$ cat src/rtl/mem_access_unit_if.sv
// Memory bus bundle between the MEM-stage access unit (master) and the memory system (slave).
interface mem_access_unit_if;
  logic        bus_req;
  logic        bus_we;
  logic [31:0] bus_addr;
  logic [3:0]  bus_be;
  logic [31:0] bus_wdata;
  logic        bus_ack;
  logic [31:0] bus_rdata;

  modport master (
    output bus_req, bus_we, bus_addr, bus_be, bus_wdata,
    input  bus_ack, bus_rdata
  );

  modport slave (
    input  bus_req, bus_we, bus_addr, bus_be, bus_wdata,
    output bus_ack, bus_rdata
  );
endinterface

$ cat src/rtl/mem_access_unit.sv
// MEM-stage load/store unit: stalls the pipeline while a single bus transaction runs,
// builds byte enables / replicated store data, and formats load data for MEM/WB.
module mem_access_unit #(
  parameter int TIMEOUT = 255
) (
  input  logic                  clk,
  input  logic                  rst,
  input  logic                  MemRead_MEM,
  input  logic                  MemWrite_MEM,
  input  logic [1:0]            MemSize_MEM,
  input  logic                  MemSign_MEM,
  input  logic [31:0]           ALUres_MEM,
  input  logic [31:0]           WrData_MEM,
  output logic [31:0]           MemRd_MEM,
  output logic                  stall,
  output logic                  AddrErr,
  output logic                  BusErr,
  mem_access_unit_if.master     bus
);

  localparam int CNT_W = (TIMEOUT < 2) ? 1 : $clog2(TIMEOUT);
  localparam logic [CNT_W-1:0] CNT_LAST = CNT_W'(TIMEOUT - 1);

  typedef enum logic [1:0] {S_IDLE, S_REQ, S_DONE} state_t;

  state_t           r_state;
  logic [CNT_W-1:0] r_cnt;
  logic [31:0]      r_rdata;
  logic             r_buserr;

  logic w_acc;
  logic w_aligned;
  logic w_valid;

  function automatic logic [3:0] byte_en(input logic [1:0] sz, input logic [1:0] a);
    case (sz)
      2'b10:   byte_en = 4'b0001 << a;
      2'b01:   byte_en = a[1] ? 4'b1100 : 4'b0011;
      default: byte_en = 4'b1111;
    endcase
  endfunction

  function automatic logic [31:0] lane_rep(input logic [1:0] sz, input logic [31:0] d);
    case (sz)
      2'b10:   lane_rep = {4{d[7:0]}};
      2'b01:   lane_rep = {2{d[15:0]}};
      default: lane_rep = d;
    endcase
  endfunction

  // Right-align the addressed lane, then sign- or zero-extend it.
  function automatic logic [31:0] fmt_load(input logic [1:0] sz, input logic [1:0] a,
                                           input logic sgn, input logic [31:0] d);
    logic [7:0]  b;
    logic [15:0] h;
    case (a)
      2'd0:    b = d[7:0];
      2'd1:    b = d[15:8];
      2'd2:    b = d[23:16];
      default: b = d[31:24];
    endcase
    h = a[1] ? d[31:16] : d[15:0];
    case (sz)
      2'b10:   fmt_load = {{24{sgn & b[7]}}, b};
      2'b01:   fmt_load = {{16{sgn & h[15]}}, h};
      default: fmt_load = d;
    endcase
  endfunction

  assign w_acc = MemRead_MEM | MemWrite_MEM;

  always_comb begin
    w_aligned = 1'b0;
    case (MemSize_MEM)
      2'b00:   w_aligned = (ALUres_MEM[1:0] == 2'b00);
      2'b01:   w_aligned = ~ALUres_MEM[0];
      2'b10:   w_aligned = 1'b1;
      default: w_aligned = 1'b0;
    endcase
  end

  assign w_valid = w_acc & w_aligned;

  // stall and AddrErr must react in the same cycle as the request, so they stay combinational.
  assign stall     = ~rst & (((r_state == S_IDLE) & w_valid) | (r_state == S_REQ));
  assign AddrErr   = ~rst & (r_state == S_IDLE) & w_acc & ~w_valid;
  assign BusErr    = r_buserr;
  assign MemRd_MEM = (r_state == S_DONE) ? r_rdata : 32'd0;

  always_ff @(posedge clk or posedge rst) begin
    if (rst) begin
      r_state       <= S_IDLE;
      r_cnt         <= '0;
      r_rdata       <= 32'd0;
      r_buserr      <= 1'b0;
      bus.bus_req   <= 1'b0;
      bus.bus_we    <= 1'b0;
      bus.bus_be    <= 4'd0;
      bus.bus_addr  <= 32'd0;
      bus.bus_wdata <= 32'd0;
    end else begin
      case (r_state)
        S_IDLE: begin
          r_buserr <= 1'b0;
          if (w_valid) begin
            r_state       <= S_REQ;
            r_cnt         <= '0;
            bus.bus_req   <= 1'b1;
            bus.bus_we    <= MemWrite_MEM;
            bus.bus_addr  <= {ALUres_MEM[31:2], 2'b00};
            bus.bus_be    <= byte_en(MemSize_MEM, ALUres_MEM[1:0]);
            bus.bus_wdata <= lane_rep(MemSize_MEM, WrData_MEM);
          end
        end
        S_REQ: begin
          // An ack on the final allowed cycle still counts as a completion.
          if (bus.bus_ack) begin
            r_state     <= S_DONE;
            bus.bus_req <= 1'b0;
            bus.bus_we  <= 1'b0;
            bus.bus_be  <= 4'd0;
            r_rdata     <= bus.bus_we ? 32'd0
                         : fmt_load(MemSize_MEM, ALUres_MEM[1:0], MemSign_MEM, bus.bus_rdata);
          end else if (r_cnt == CNT_LAST) begin
            r_state     <= S_DONE;
            bus.bus_req <= 1'b0;
            bus.bus_we  <= 1'b0;
            bus.bus_be  <= 4'd0;
            r_rdata     <= 32'd0;
            r_buserr    <= 1'b1;
          end else begin
            r_cnt <= r_cnt + CNT_W'(1);
          end
        end
        S_DONE: begin
          r_state  <= S_IDLE;
          r_cnt    <= '0;
          r_buserr <= 1'b0;
        end
        default: r_state <= S_IDLE;
      endcase
    end
  end

endmodule

$ cat src/flat_wrapper.sv
// flat-port wrapper written by rule: the top's interface ports become plain ports
module mem_access_unit_flat 
#(
  parameter int TIMEOUT = 255
)
  (clk, rst, MemRead_MEM, MemWrite_MEM, MemSize_MEM, MemSign_MEM, ALUres_MEM, WrData_MEM, MemRd_MEM, stall, AddrErr, BusErr, bus_bus_req, bus_bus_we, bus_bus_addr, bus_bus_be, bus_bus_wdata, bus_bus_ack, bus_bus_rdata);
  mem_access_unit_if bus_i ();
  input  logic clk;
  input  logic rst;
  input  logic MemRead_MEM;
  input  logic MemWrite_MEM;
  input  logic [1:0] MemSize_MEM;
  input  logic MemSign_MEM;
  input  logic [31:0] ALUres_MEM;
  input  logic [31:0] WrData_MEM;
  output logic [31:0] MemRd_MEM;
  output logic stall;
  output logic AddrErr;
  output logic BusErr;
  output wire logic [$bits(bus_i.bus_req)-1:0] bus_bus_req;
  output wire logic [$bits(bus_i.bus_we)-1:0] bus_bus_we;
  output wire logic [$bits(bus_i.bus_addr)-1:0] bus_bus_addr;
  output wire logic [$bits(bus_i.bus_be)-1:0] bus_bus_be;
  output wire logic [$bits(bus_i.bus_wdata)-1:0] bus_bus_wdata;
  input wire logic [$bits(bus_i.bus_ack)-1:0] bus_bus_ack;
  input wire logic [$bits(bus_i.bus_rdata)-1:0] bus_bus_rdata;
  assign bus_bus_req = bus_i.bus_req;
  assign bus_bus_we = bus_i.bus_we;
  assign bus_bus_addr = bus_i.bus_addr;
  assign bus_bus_be = bus_i.bus_be;
  assign bus_bus_wdata = bus_i.bus_wdata;
  assign bus_i.bus_ack = bus_bus_ack;
  assign bus_i.bus_rdata = bus_bus_rdata;
  mem_access_unit #(.TIMEOUT(TIMEOUT)) u_core (.clk(clk), .rst(rst), .MemRead_MEM(MemRead_MEM), .MemWrite_MEM(MemWrite_MEM), .MemSize_MEM(MemSize_MEM), .MemSign_MEM(MemSign_MEM), .ALUres_MEM(ALUres_MEM), .WrData_MEM(WrData_MEM), .MemRd_MEM(MemRd_MEM), .stall(stall), .AddrErr(AddrErr), .BusErr(BusErr), .bus(bus_i));
endmodule
$ cat config.mk
export PLATFORM = sky130hd
export DESIGN_NAME = mem_access_unit_flat
export DESIGN_NICKNAME = d
export VERILOG_FILES = /design/src/rtl/mem_access_unit_if.sv /design/src/rtl/mem_access_unit.sv /design/src/flat_wrapper.sv
export SDC_FILE = /design/constraint.sdc
export NUM_CORES = 1
export LEC_CHECK = 0
export ABC_AREA = 1
export BUFFER_PORTS_ARGS = -buffer_cell sky130_fd_sc_hd__buf_2
export CORE_MARGIN = 4
export CORE_UTILIZATION = 54
export CTS_CLUSTER_DIAMETER = 100
export CTS_CLUSTER_SIZE = 28
export DETAILED_ROUTE_END_ITERATION = 8
export GPL_ROUTABILITY_DRIVEN = 0
export GPL_TIMING_DRIVEN = 0
export HOLD_SLACK_MARGIN = 0.12
export PLACE_DENSITY = 0.85
export SLEW_MARGIN = 20
export SYNTH_ARGS = -nofsm -noshare
export SYNTH_HDL_FRONTEND = slang
export SYNTH_SLANG_ARGS = --single-unit
$ cat constraint.sdc
create_clock -name clk -period 10.2 [get_ports clk]
set_input_delay 1.53 -clock clk [delete_from_list [all_inputs] [get_ports clk]]
set_output_delay 1.53 -clock clk [all_outputs]
set_load 0.05 [all_outputs]
==> impl_results.md, run 1 <==
* Drt first pass iters at 9
* Slew @ Worst Pin at 0.609 ns
* Cell mode on critical path: buf_2
* Critical Path Source Type: input port
* Met3 GRT Util at 7.33%
* Relative slew slack at 59.4%
* CP Max Fanout at 10
* Clock share of power at 15.6%
* Worst R2R Path Depth at 6
* Clk slew on worst S/H paths at 0.11 ns
* Ports at 209
* Post-layout instance area at 7410 um^2
* Synth Instances at 813
* Maxcap violations at 0
* Cts repair resizes at 0
* Vias in the first global route at 5959
* Max VDD drop at 0.000171 V
* CP peak stage delay at 0.37 ns
* Sw power at 0.000874 W
* Initial Util at 55.0%
* Hold path cells at 2
* Post-Syn Area per Cell at 7.34 um^2
* Worst slack at placement at 5.35 ns
* Critical setup path kind: in -> out
* Final hold viol count at 0
* Distinct cell type count after synthesis at 31
* Slowest-stage cell, CP: nor2_2
* Top FF cell, synth: dfrtp_1
* Internal power component at 0.000887 W
* WL per Instance at 15.3 um
* # port buffers at 205
* Final WL at 18000 um
* Max H-tree Level at 3
* Switching Share at 49.6%
* Share of cells above drive strength 1 at 26.8%
* Failing checks: design-rule violations
* Outcome: finished, violations left
* Total global-route track usage at 28.0%
* Post-CTS setup buffers at 0
* Commonest non-fill, non-tap cells in the layout: 228 x nand2_1, 218 x buf_2, 116 x inv_1
* Global-route wire length before repair at 28900 um
* Worst hold path class: reg -> reg
* RSZ-0062 raised after global routing: false
* Root Driver: clkbuf_8
* DP Wirelength at 13900 um
* Placed cell areas at 7200 um^2
* Leak Pwr at 4.28 nW
* DR iter-0 viols at 470
* Final period util at 47.8%
* Num Clock Sinks at 111
* Diodes inserted at 0
* Sequential share of the synthesized area at 46.6%
* Clk buf depth at 2
* Die X at 113 um
* Worst Setup End Kind: output port
* F_max at 205 MHz
* Reg power frac at 37.8%
* Via count at 6196
* CTS tree: yes
* TritonCTS Buffers at 9
* Chip height at 113 um
* Commonest non-fill, non-tap cell in the layout: nand2_1
* Routed Antenna Nets at 0
* Post-DR vias/cell at 5.27
* # DRC at 2
* Syn. warnings at 0
* Crit path required time at 8.67 ns
* WP depth at 10
* Worst Skew at 0.0185 ns
* NumNets Final at 1141
* Setup WS post-layout at 5.33 ns
* Crit path buffers/inverters at 5
* Largest net degree at the start of global routing at 74
* M1 GR Usage at 36.9%
* Gr ovfl total at 0
* WHS at 0.483 ns
* Final setup viols at 0
* Worst-path cell chain: buf_2, inv_1, ha_1, nor2_2, nand2_1, nand4_2, buf_2, buf_6, a21oi_1, buf_2
* Worst-Skew Late Latency at 0.38 ns
* Full die area at 12800 um^2
* EDFF count, synth at 0
* Met2 Usage GRT at 45.8%
* Synth Register Bits at 111
* P&R area growth vs syn at 24.2%
* Synth Cell Area at 5970 um^2
* CP delay by family, top: buffers and inverters
* Worst Path Arrival at 3.34 ns
* Fin util at 68.4%
* Ys async rst share at 100%
* TNS Setup at 0 ns
* Pins over their slew limit at 0
* P per Cell Area at 238 nW/um^2
* Core ar. at 10800 um^2
* Row Count at 38
* FILL cells at 946
* GR peak layer: met2
* Hold Buf Count CTS at 0
* Antenna violations before repair at 1
* Comb pwr share at 46.6%
* Tmin final at 4.87 ns
==> cell families after synthesis <==
group	count (synthesis)	synth area share, %
simple gates	378	26.9
buf+inv	165	11.6
fa+ha+maj	6	1.26
compound gates	147	12.9
xor+xnor	5	0.734
flops	111	46.6
other cells	1	0.0628
==> layout make-up <==
cell class / count / area [um^2] / share of cell area, %
buffer: 39 / 219 / 2.96
clock buffer: 9 / 124 / 1.67
clock inverter: 7 / 81.3 / 1.10
inverter: 126 / 478 / 6.45
multi-input combinational: 538 / 2500 / 33.8
sequential: 111 / 2780 / 37.5
tap: 140 / 175 / 2.36
timing repair buffer: 206 / 1050 / 14.2
==> cell usage after synthesis, types with 4 or more instances <==
cell type / instances / area [um^2]
a21oi_1: 21 / 105
buf_2: 13 / 65.1
buf_4: 9 / 67.6
clkbuf_1: 13 / 48.8
dfrtp_1: 111 / 2780
ha_1: 6 / 75.1
inv_1: 117 / 439
inv_2: 8 / 30.0
nand2_1: 228 / 856
nand2_2: 4 / 25.0
nand3_1: 50 / 250
nand3b_1: 8 / 60.1
nor2_1: 71 / 267
nor2_2: 4 / 25.0
o21ai_0: 32 / 160
o21ai_1: 75 / 375
o22ai_1: 16 / 100
or2_2: 6 / 37.5
xor2_1: 5 / 43.8
==> state kept, by name, summed over array words and instances, names as in the netlist <==
name / count
u_core.r_rdata: 32
u_core.r_state: 2
u_core.BusErr: 1
u_core.bus.bus_wdata: 32
u_core.bus.bus_addr: 30
u_core.bus.bus_req: 1
u_core.r_cnt: 8
u_core.bus.bus_we: 1
u_core.bus.bus_be: 4
==> power by group through the flow <==
| stage | Sequential [W] | Combinational (W) | Clock [W] |
|---|---|---|---|
| finish | 0.000665 | 0.000821 | 0.000275 |
| global route | 0.000684 | 0.000885 | 0.000295 |
| CTS | 0.000664 | 0.000824 | 0.000279 |
| detailed placement | 0.000673 | 0.000822 | 0 |
| global placement | 0.000669 | 0.000808 | 0 |
| floorplan | 0.000999 | 0.000275 | 0 |
==> final timing paths <==
check,from,to,slack (ns)
max,MemSize_MEM[0],stall,5.33
min,u_core.bus.bus_req$_DFFE_PP0P_,u_core.bus.bus_req$_DFFE_PP0P_,0.48
max reg2reg,u_core.r_state[1]$_DFFE_PP0P_,u_core.bus.bus_be[0]$_DFFE_PP0P_,8.44
min reg2reg,u_core.bus.bus_req$_DFFE_PP0P_,u_core.bus.bus_req$_DFFE_PP0P_,0.48
max in group asynchronous,rst,u_core.r_rdata[20]$_DFFE_PP0P_,8.38
min in group asynchronous,rst,u_core.bus.bus_addr[2]$_DFFE_PP0P_,1.14
==> per-layer routing <==
layer	vias to the layer above	routed length (um)
met5	-	7
met4	2	435
met3	46	1730
met2	291	8310
met1	2895	7550
li1	2962	-
==> worst min-delay path, stage by stage (launching register included) <==
cell	delay, ns
dfrtp_1	0.36
nand2_1	0.05
nand2_1	0.05
==> per-stage QoR <==
stage / instances / power [W]
after floorplan: 814 / 0.00127
after global placement: 1159 / 0.00148
after detailed placement: 1160 / 0.00150
after CTS: 1176 / 0.00177
after global routing: 1176 / 0.00186
final: 1176 / 0.00176
Note: power is estimated with default switching activity, not from simulation.
==> inputs of run 2 (changes only) <==
Settings changed: CORE_UTILIZATION 54 to 46, PLACE_DENSITY 0.85 to 0.77.
Clock period 10.2 ns to 4.35 ns, I/O delays scaled along.
==> run 2 against run 1 <==
  * The flow now finishes without violations
  * Highest routed layer is now met4
  * Die area is 16% higher
  * First-iteration DRC count decreased by 20%
  * Non-clock buffer count stayed put
==> impl_results.md, run 2 (synthesis results as in run 1) <==
* Maxcap violations at 0 (unchanged)
* Crit path required time at 3.70 ns (-4.97 ns)
* Area occupied by multi-input gates at 2500 um^2 (unchanged)
* Row Count at 41 (+7.9%)
* FILL cells at 1206 (+27%)
* Slew @ Worst Pin at 0.586 ns (-0.0236 ns)
* Register area at 2780 um^2 (unchanged)
* Outcome: complete, no violations
* Vias in the first global route at 5665 (-4.9%)
* Ports at 209 (unchanged)
* Gr ovfl total at 0 (unchanged)
* Num Clock Sinks at 111 (unchanged)
* Routed Antenna Nets at 0 (unchanged)
* Core ar. at 12700 um^2 (+17%)
* Critical Path Source Type: input port
* F_max at 318 MHz
* Top Registers: u_core.bus.bus_wdata x32, u_core.r_rdata x32, u_core.bus.bus_addr x30
* P per Cell Area at 569 nW/um^2 (+140%)
* Final hold viol count at 0 (unchanged)
* # port buffers at 205 (unchanged)
* Commonest non-fill, non-tap cell in the layout: nand2_1
* Tmin final at 3.14 ns
* Total global-route track usage at 24.4% (-3.6 points)
* Setup slack, reg-to-reg at 2.59 ns (-5.85 ns)
* Max H-tree Level at 3 (unchanged)
* WHS at 0.276 ns (-0.206 ns)
* Chip height at 122 um (+7.8%)
* Full die area at 14900 um^2 (+16%)
* Initial Util at 47.1% (-8.0 points)
* DP Cell Count at 1192 (+2.8%)
* Worst-Skew Late Latency at 0.36 ns (-0.02 ns)
* Max VDD drop at 0.000286 V (+68%)
* Critical setup path kind: in -> out
* P&R area growth vs syn at 26.1%
* # DRC at 0 (-2)
* CTS tree: yes
* CP Max Fanout at 10 (unchanged)
* Via count at 6109 (-1.4%)
* Antenna violations before repair at 0 (-1)
* DP Wirelength at 14400 um (+3.1%)
* WL per Instance at 15.2 um (-0.94%)
* Worst Setup End Kind: output port
* Global-route wire length before repair at 28300 um (-1.9%)
* Leak Pwr at 4.31 nW (+0.79%)
* Clk slew on worst S/H paths at 0.07 ns (-0.04 ns)
* RSZ-0062 raised after global routing: false
* Post-Layout Cell Count at 1208 (+2.7%)
* Worst Path Arrival at 2.49 ns (-0.85 ns)
* Final setup viols at 0 (unchanged)
* Clk buf depth at 2 (unchanged)
* Final period util at 72.2%
* Worst Skew at 0.00706 ns (-0.0115 ns)
* Pins over their slew limit at 0 (unchanged)
* Relative slew slack at 60.9% (+1.6 points)
* Drt first pass iters at 5 (-4)
* Die X at 122 um (+7.8%)
* NumNets Final at 1141 (unchanged)
* Post-CTS setup buffers at 0 (unchanged)
* Worst hold path class: in -> async
* Share of cells above drive strength 1 at 26.7% (-0.097 points)
* Largest net degree at the start of global routing at 82 (+11%)
* Root Driver: clkbuf_16
* DR iter-0 viols at 375 (-20%)
* TritonCTS Buffers at 9 (unchanged)
* Post-DR vias/cell at 5.06 (-4.0%)
* Commonest non-fill, non-tap cells in the layout: 228 x nand2_1, 218 x buf_2, 116 x inv_1
* Hold Buf Count CTS at 0 (unchanged)
* Final WL at 18400 um (+1.8%)
* Diodes inserted at 0 (unchanged)
* Cts repair resizes at 0 (unchanged)
-- run 2: worst paths after layout --
check / end / cells past startpoint / from
worst max register to register: u_core.bus.bus_we$_DFFE_PP0P_ / 6 / u_core.r_state[1]$_DFFE_PP0P_
worst min-delay path: u_core.bus.bus_wdata[12]$_DFFE_PP0P_ / 2 / rst
min in group clk: u_core.BusErr$_DFFE_PP0P_ / 2 / u_core.BusErr$_DFFE_PP0P_
worst max-delay path: stall / 10 / MemSize_MEM[0]
worst min register to register: u_core.BusErr$_DFFE_PP0P_ / 2 / u_core.BusErr$_DFFE_PP0P_
max in group asynchronous: u_core.r_rdata[31]$_DFFE_PP0P_ / 3 / rst
-- run 2: critical path, stage by stage --
cell and delay (ns):
buf_2 0.11, inv_1 0.06, ha_1 0.29, nor2_2 0.35
nand2_1 0.16, nand4_2 0.14, buf_2 0.24, buf_6 0.17
a21oi_1 0.08, buf_2 0.21
-- run 2: metal layers --
metal	part of all wire, %	GRT usage (%)	vias to the layer above
li1	-	-	2978
met1	42	31.9	2814
met2	46	40.1	284
met3	9.9	7.15	33
met4	2.2	6.09	0
met5	0	0	-
-- run 2: stage by stage --
stage / utilization, % / setup slack (ns) / TNS (ns) / power [W] / area [um^2]
global route: 59.4 / 1.09 / 0 / 0.00453 / 7530
global placement: 56.9 / -0.626 / -68.72 / 0.00347 / 7210
CTS: 59.4 / 1.22 / 0 / 0.00431 / 7530
finish: 59.4 / 1.21 / 0 / 0.00428 / 7530
floorplan: - / 0.767 / 0 / 0.00299 / 5970
detailed placement: 57.2 / 1.22 / 0 / 0.00351 / 7240
-- run 2: layout make-up --
type,instances,share of cell area [%]
buffer,39,2.91
clock inverter,6,0.698
sequential,111,36.9
multi-input combinational,538,33.2
inverter,126,6.35
timing repair buffer,206,14.0
tap,172,2.86
clock buffer,10,3.04
-- run 2: report_power, final --
group	internal [W]	switching (W)	total, W	leakage (nW)
Sequential	0.00139	0.000177	0.00157	1.41
Combinational	0.000463	0.00146	0.00192	2.77
Clock	0.000397	0.000393	0.000790	0.138
Total	0.00225	0.00203	0.00428	4.31
==> inputs of run 3 (changes only) <==
Clock period 4.35 ns to 2.8 ns, I/O delays scaled along.
==> run 3 against run 2 <==
  * Critical path depth shrank 4
  * Sequential cell count is the same
  * Combinational power grew 56%
  * Final cell count is essentially flat
  * Critical path type is now reg -> out
  * Largest cell class unchanged
  * Highest routed layer is now met5
==> impl_results.md, run 3 (synthesis results as in run 1) <==
* Outcome: complete, no violations
* Commonest non-fill, non-tap cell in the layout: nand2_1
* Cell mode on critical path: buf_2
* Row Count at 41 (unchanged)
* Clk buf depth at 2 (unchanged)
* # port buffers at 205 (unchanged)
* Via count at 6182 (+1.2%)
* # DRC at 0 (unchanged)
* DP Cell Count at 1194 (+0.17%)
* DP Wirelength at 14800 um (+2.7%)
* Max VDD drop at 0.000369 V (+29%)
* F_max at 375 MHz
* Slowest-stage cell, CP: dfrtp_1
* Clk slew on worst S/H paths at 0.07 ns (about the same)
* Worst Path Arrival at 2.24 ns (-0.25 ns)
* Drt first pass iters at 5 (unchanged)
* Post-Layout Cell Count at 1209 (+0.083%)
* CP peak stage delay at 0.46 ns (+0.11 ns)
* Chip height at 122 um (unchanged)
* Final hold viol count at 0 (unchanged)
* Sw power at 0.00313 W (+54%)
* Maxcap violations at 0 (unchanged)
* Largest net degree at the start of global routing at 33 (-60%)
* Worst-Skew Late Latency at 0.35 ns (about the same)
* Antenna violations before repair at 1 (+1)
* Worst-path cell chain: nor2_2, nand4_2, buf_2, buf_6, a21oi_1, buf_2
* DR iter-0 viols at 432 (+15%)
* Final WL at 19000 um (+3.7%)
* Global-route wire length before repair at 29100 um (+2.8%)
* Post-layout instance area at 7620 um^2 (+1.2%)
* WL per Instance at 15.7 um (+3.6%)
* Crit path required time at 2.38 ns (-1.32 ns)
* Worst Setup End Kind: output port
* Top Registers: u_core.bus.bus_wdata x32, u_core.r_rdata x32, u_core.bus.bus_addr x30
* Final period util at 95.1%
* Tmin final at 2.66 ns
* Pins over their slew limit at 0 (unchanged)
* Reg power frac at 35.4% (-1.2 points)
* Critical Path Source Type: flip-flop
* Gr ovfl total at 0 (unchanged)
* Leak Pwr at 4.35 nW (+0.84%)
* Ports at 209 (unchanged)
* Share of cells above drive strength 1 at 26.8% (+0.071 points)
* Setup WS post-layout at 0.137 ns (-1.07 ns)
* Initial Util at 47.1% (unchanged)
* RSZ-0062 raised after global routing: false
* Critical setup path kind: reg -> out
* Slew @ Worst Pin at 0.725 ns (+0.139 ns)
* Root Driver: clkbuf_16
* Core ar. at 12700 um^2 (unchanged)
* Die X at 122 um (unchanged)
* Diodes inserted at 0 (unchanged)
* Post-DR vias/cell at 5.11 (+1.1%)
* Final setup viols at 0 (unchanged)
* Full die area at 14900 um^2 (unchanged)
* Relative slew slack at 51.6% (-9.4 points)
* Internal power component at 0.00375 W (+67%)
* P&R area growth vs syn at 27.7%
* Placed cell areas at 7280 um^2 (+0.54%)
* TritonCTS Buffers at 9 (unchanged)
* Worst hold path class: in -> async
* Comb pwr share at 43.5% (-1.5 points)
* Max H-tree Level at 3 (unchanged)
* CTS tree: yes
* TNS Setup at 0 ns (unchanged)
* Switching Share at 45.5% (-2.0 points)
* Vias in the first global route at 5785 (+2.1%)
* CP Max Fanout at 10 (unchanged)
* P per Cell Area at 903 nW/um^2 (+59%)
* Total global-route track usage at 25.0% (+0.63 points)
* Routed Antenna Nets at 0 (unchanged)
* Worst slack at placement at 0.158 ns (-1.06 ns)
* NumNets Final at 1143 (+0.18%)
* Commonest non-fill, non-tap cells in the layout: 228 x nand2_1, 218 x buf_2, 116 x inv_1
* Worst Skew at 0.00756 ns (+0.000498 ns)
* FILL cells at 1173 (-2.7%)
* Clock share of power at 21.1% (+2.6 points)
* Num Clock Sinks at 111 (unchanged)
## run 3: area by class of cell
class / count / area (um^2) / share of cell area (%)
repair buffers: 208 / 1090 / 14.4
clock inverters: 4 / 95.1 / 1.25
well taps: 172 / 215 / 2.82
multi-input cells: 538 / 2510 / 32.9
flip-flops and latches: 111 / 2780 / 36.5
inverters: 126 / 477 / 6.26
plain buffers: 39 / 219 / 2.87
clock buffers: 11 / 233 / 3.05
## run 3: metal layers
layer / vias up / part of all wire (%) / track usage (%)
li1: 2991 / - / -
met1: 2822 / 41 / 32.6
met2: 322 / 46 / 41.3
met3: 45 / 11 / 5.85
met4: 2 / 2.3 / 8.47
met5: - / 0.063 / 0
## run 3: power groups by stage
stage | registers, W | clock network, W | logic, W
floorplan | 0.00364 | 0 | 0.00100
global placement | 0.00243 | 0 | 0.00295
detailed placement | 0.00246 | 0 | 0.00299
CTS | 0.00243 | 0.00147 | 0.00301
global route | 0.00250 | 0.00153 | 0.00322
finish | 0.00244 | 0.00145 | 0.00300
## run 3: worst max-delay path, delay by kind of cell (launching register included)
kind	cells	cell delay [ns]
AOI/OAI and AO/OA	1	0.11
DFF	1	0.46
and+or+nand+nor	2	0.64
buffers and inverters	3	0.69
## run 3: worst paths after layout
| path | to | start | slack, ns | cells past startpoint |
|---|---|---|---|---|
| min in group clk | u_core.bus.bus_addr[7]$_DFFE_PP0P_ | ALUres_MEM[7] | 0.30 | 3 |
| worst min register to register | u_core.bus.bus_req$_DFFE_PP0P_ | u_core.bus.bus_req$_DFFE_PP0P_ | 0.48 | 2 |
| worst min-delay path | u_core.bus.bus_wdata[11]$_DFFE_PP0P_ | rst | 0.20 | 2 |
| worst max register to register | u_core.bus.bus_addr[24]$_DFFE_PP0P_ | u_core.r_state[1]$_DFFE_PP0P_ | 1.00 | 6 |
| max in group asynchronous | u_core.bus.bus_addr[13]$_DFFE_PP0P_ | rst | 1.81 | 4 |
| worst max-delay path | stall | u_core.r_state[1]$_DFFE_PP0P_ | 0.14 | 6 |
## run 3: stage by stage
stage	power, W	utilization, %	hold WS [ns]
global placement	0.00538	56.9	0.451
detailed placement	0.00545	57.5	0.463
floorplan	0.00464	-	0.449
finish	0.00688	60.1	0.196
global route	0.00724	60.1	0.237
CTS	0.00691	60.1	0.202
## run 3: timing repair
action	CTS	global route
setup endpoints to repair	0	1
hold buffers	0	0
gates resized for setup	0	2
endpoints found under the hold margin	0	0
setup buffers	0	0
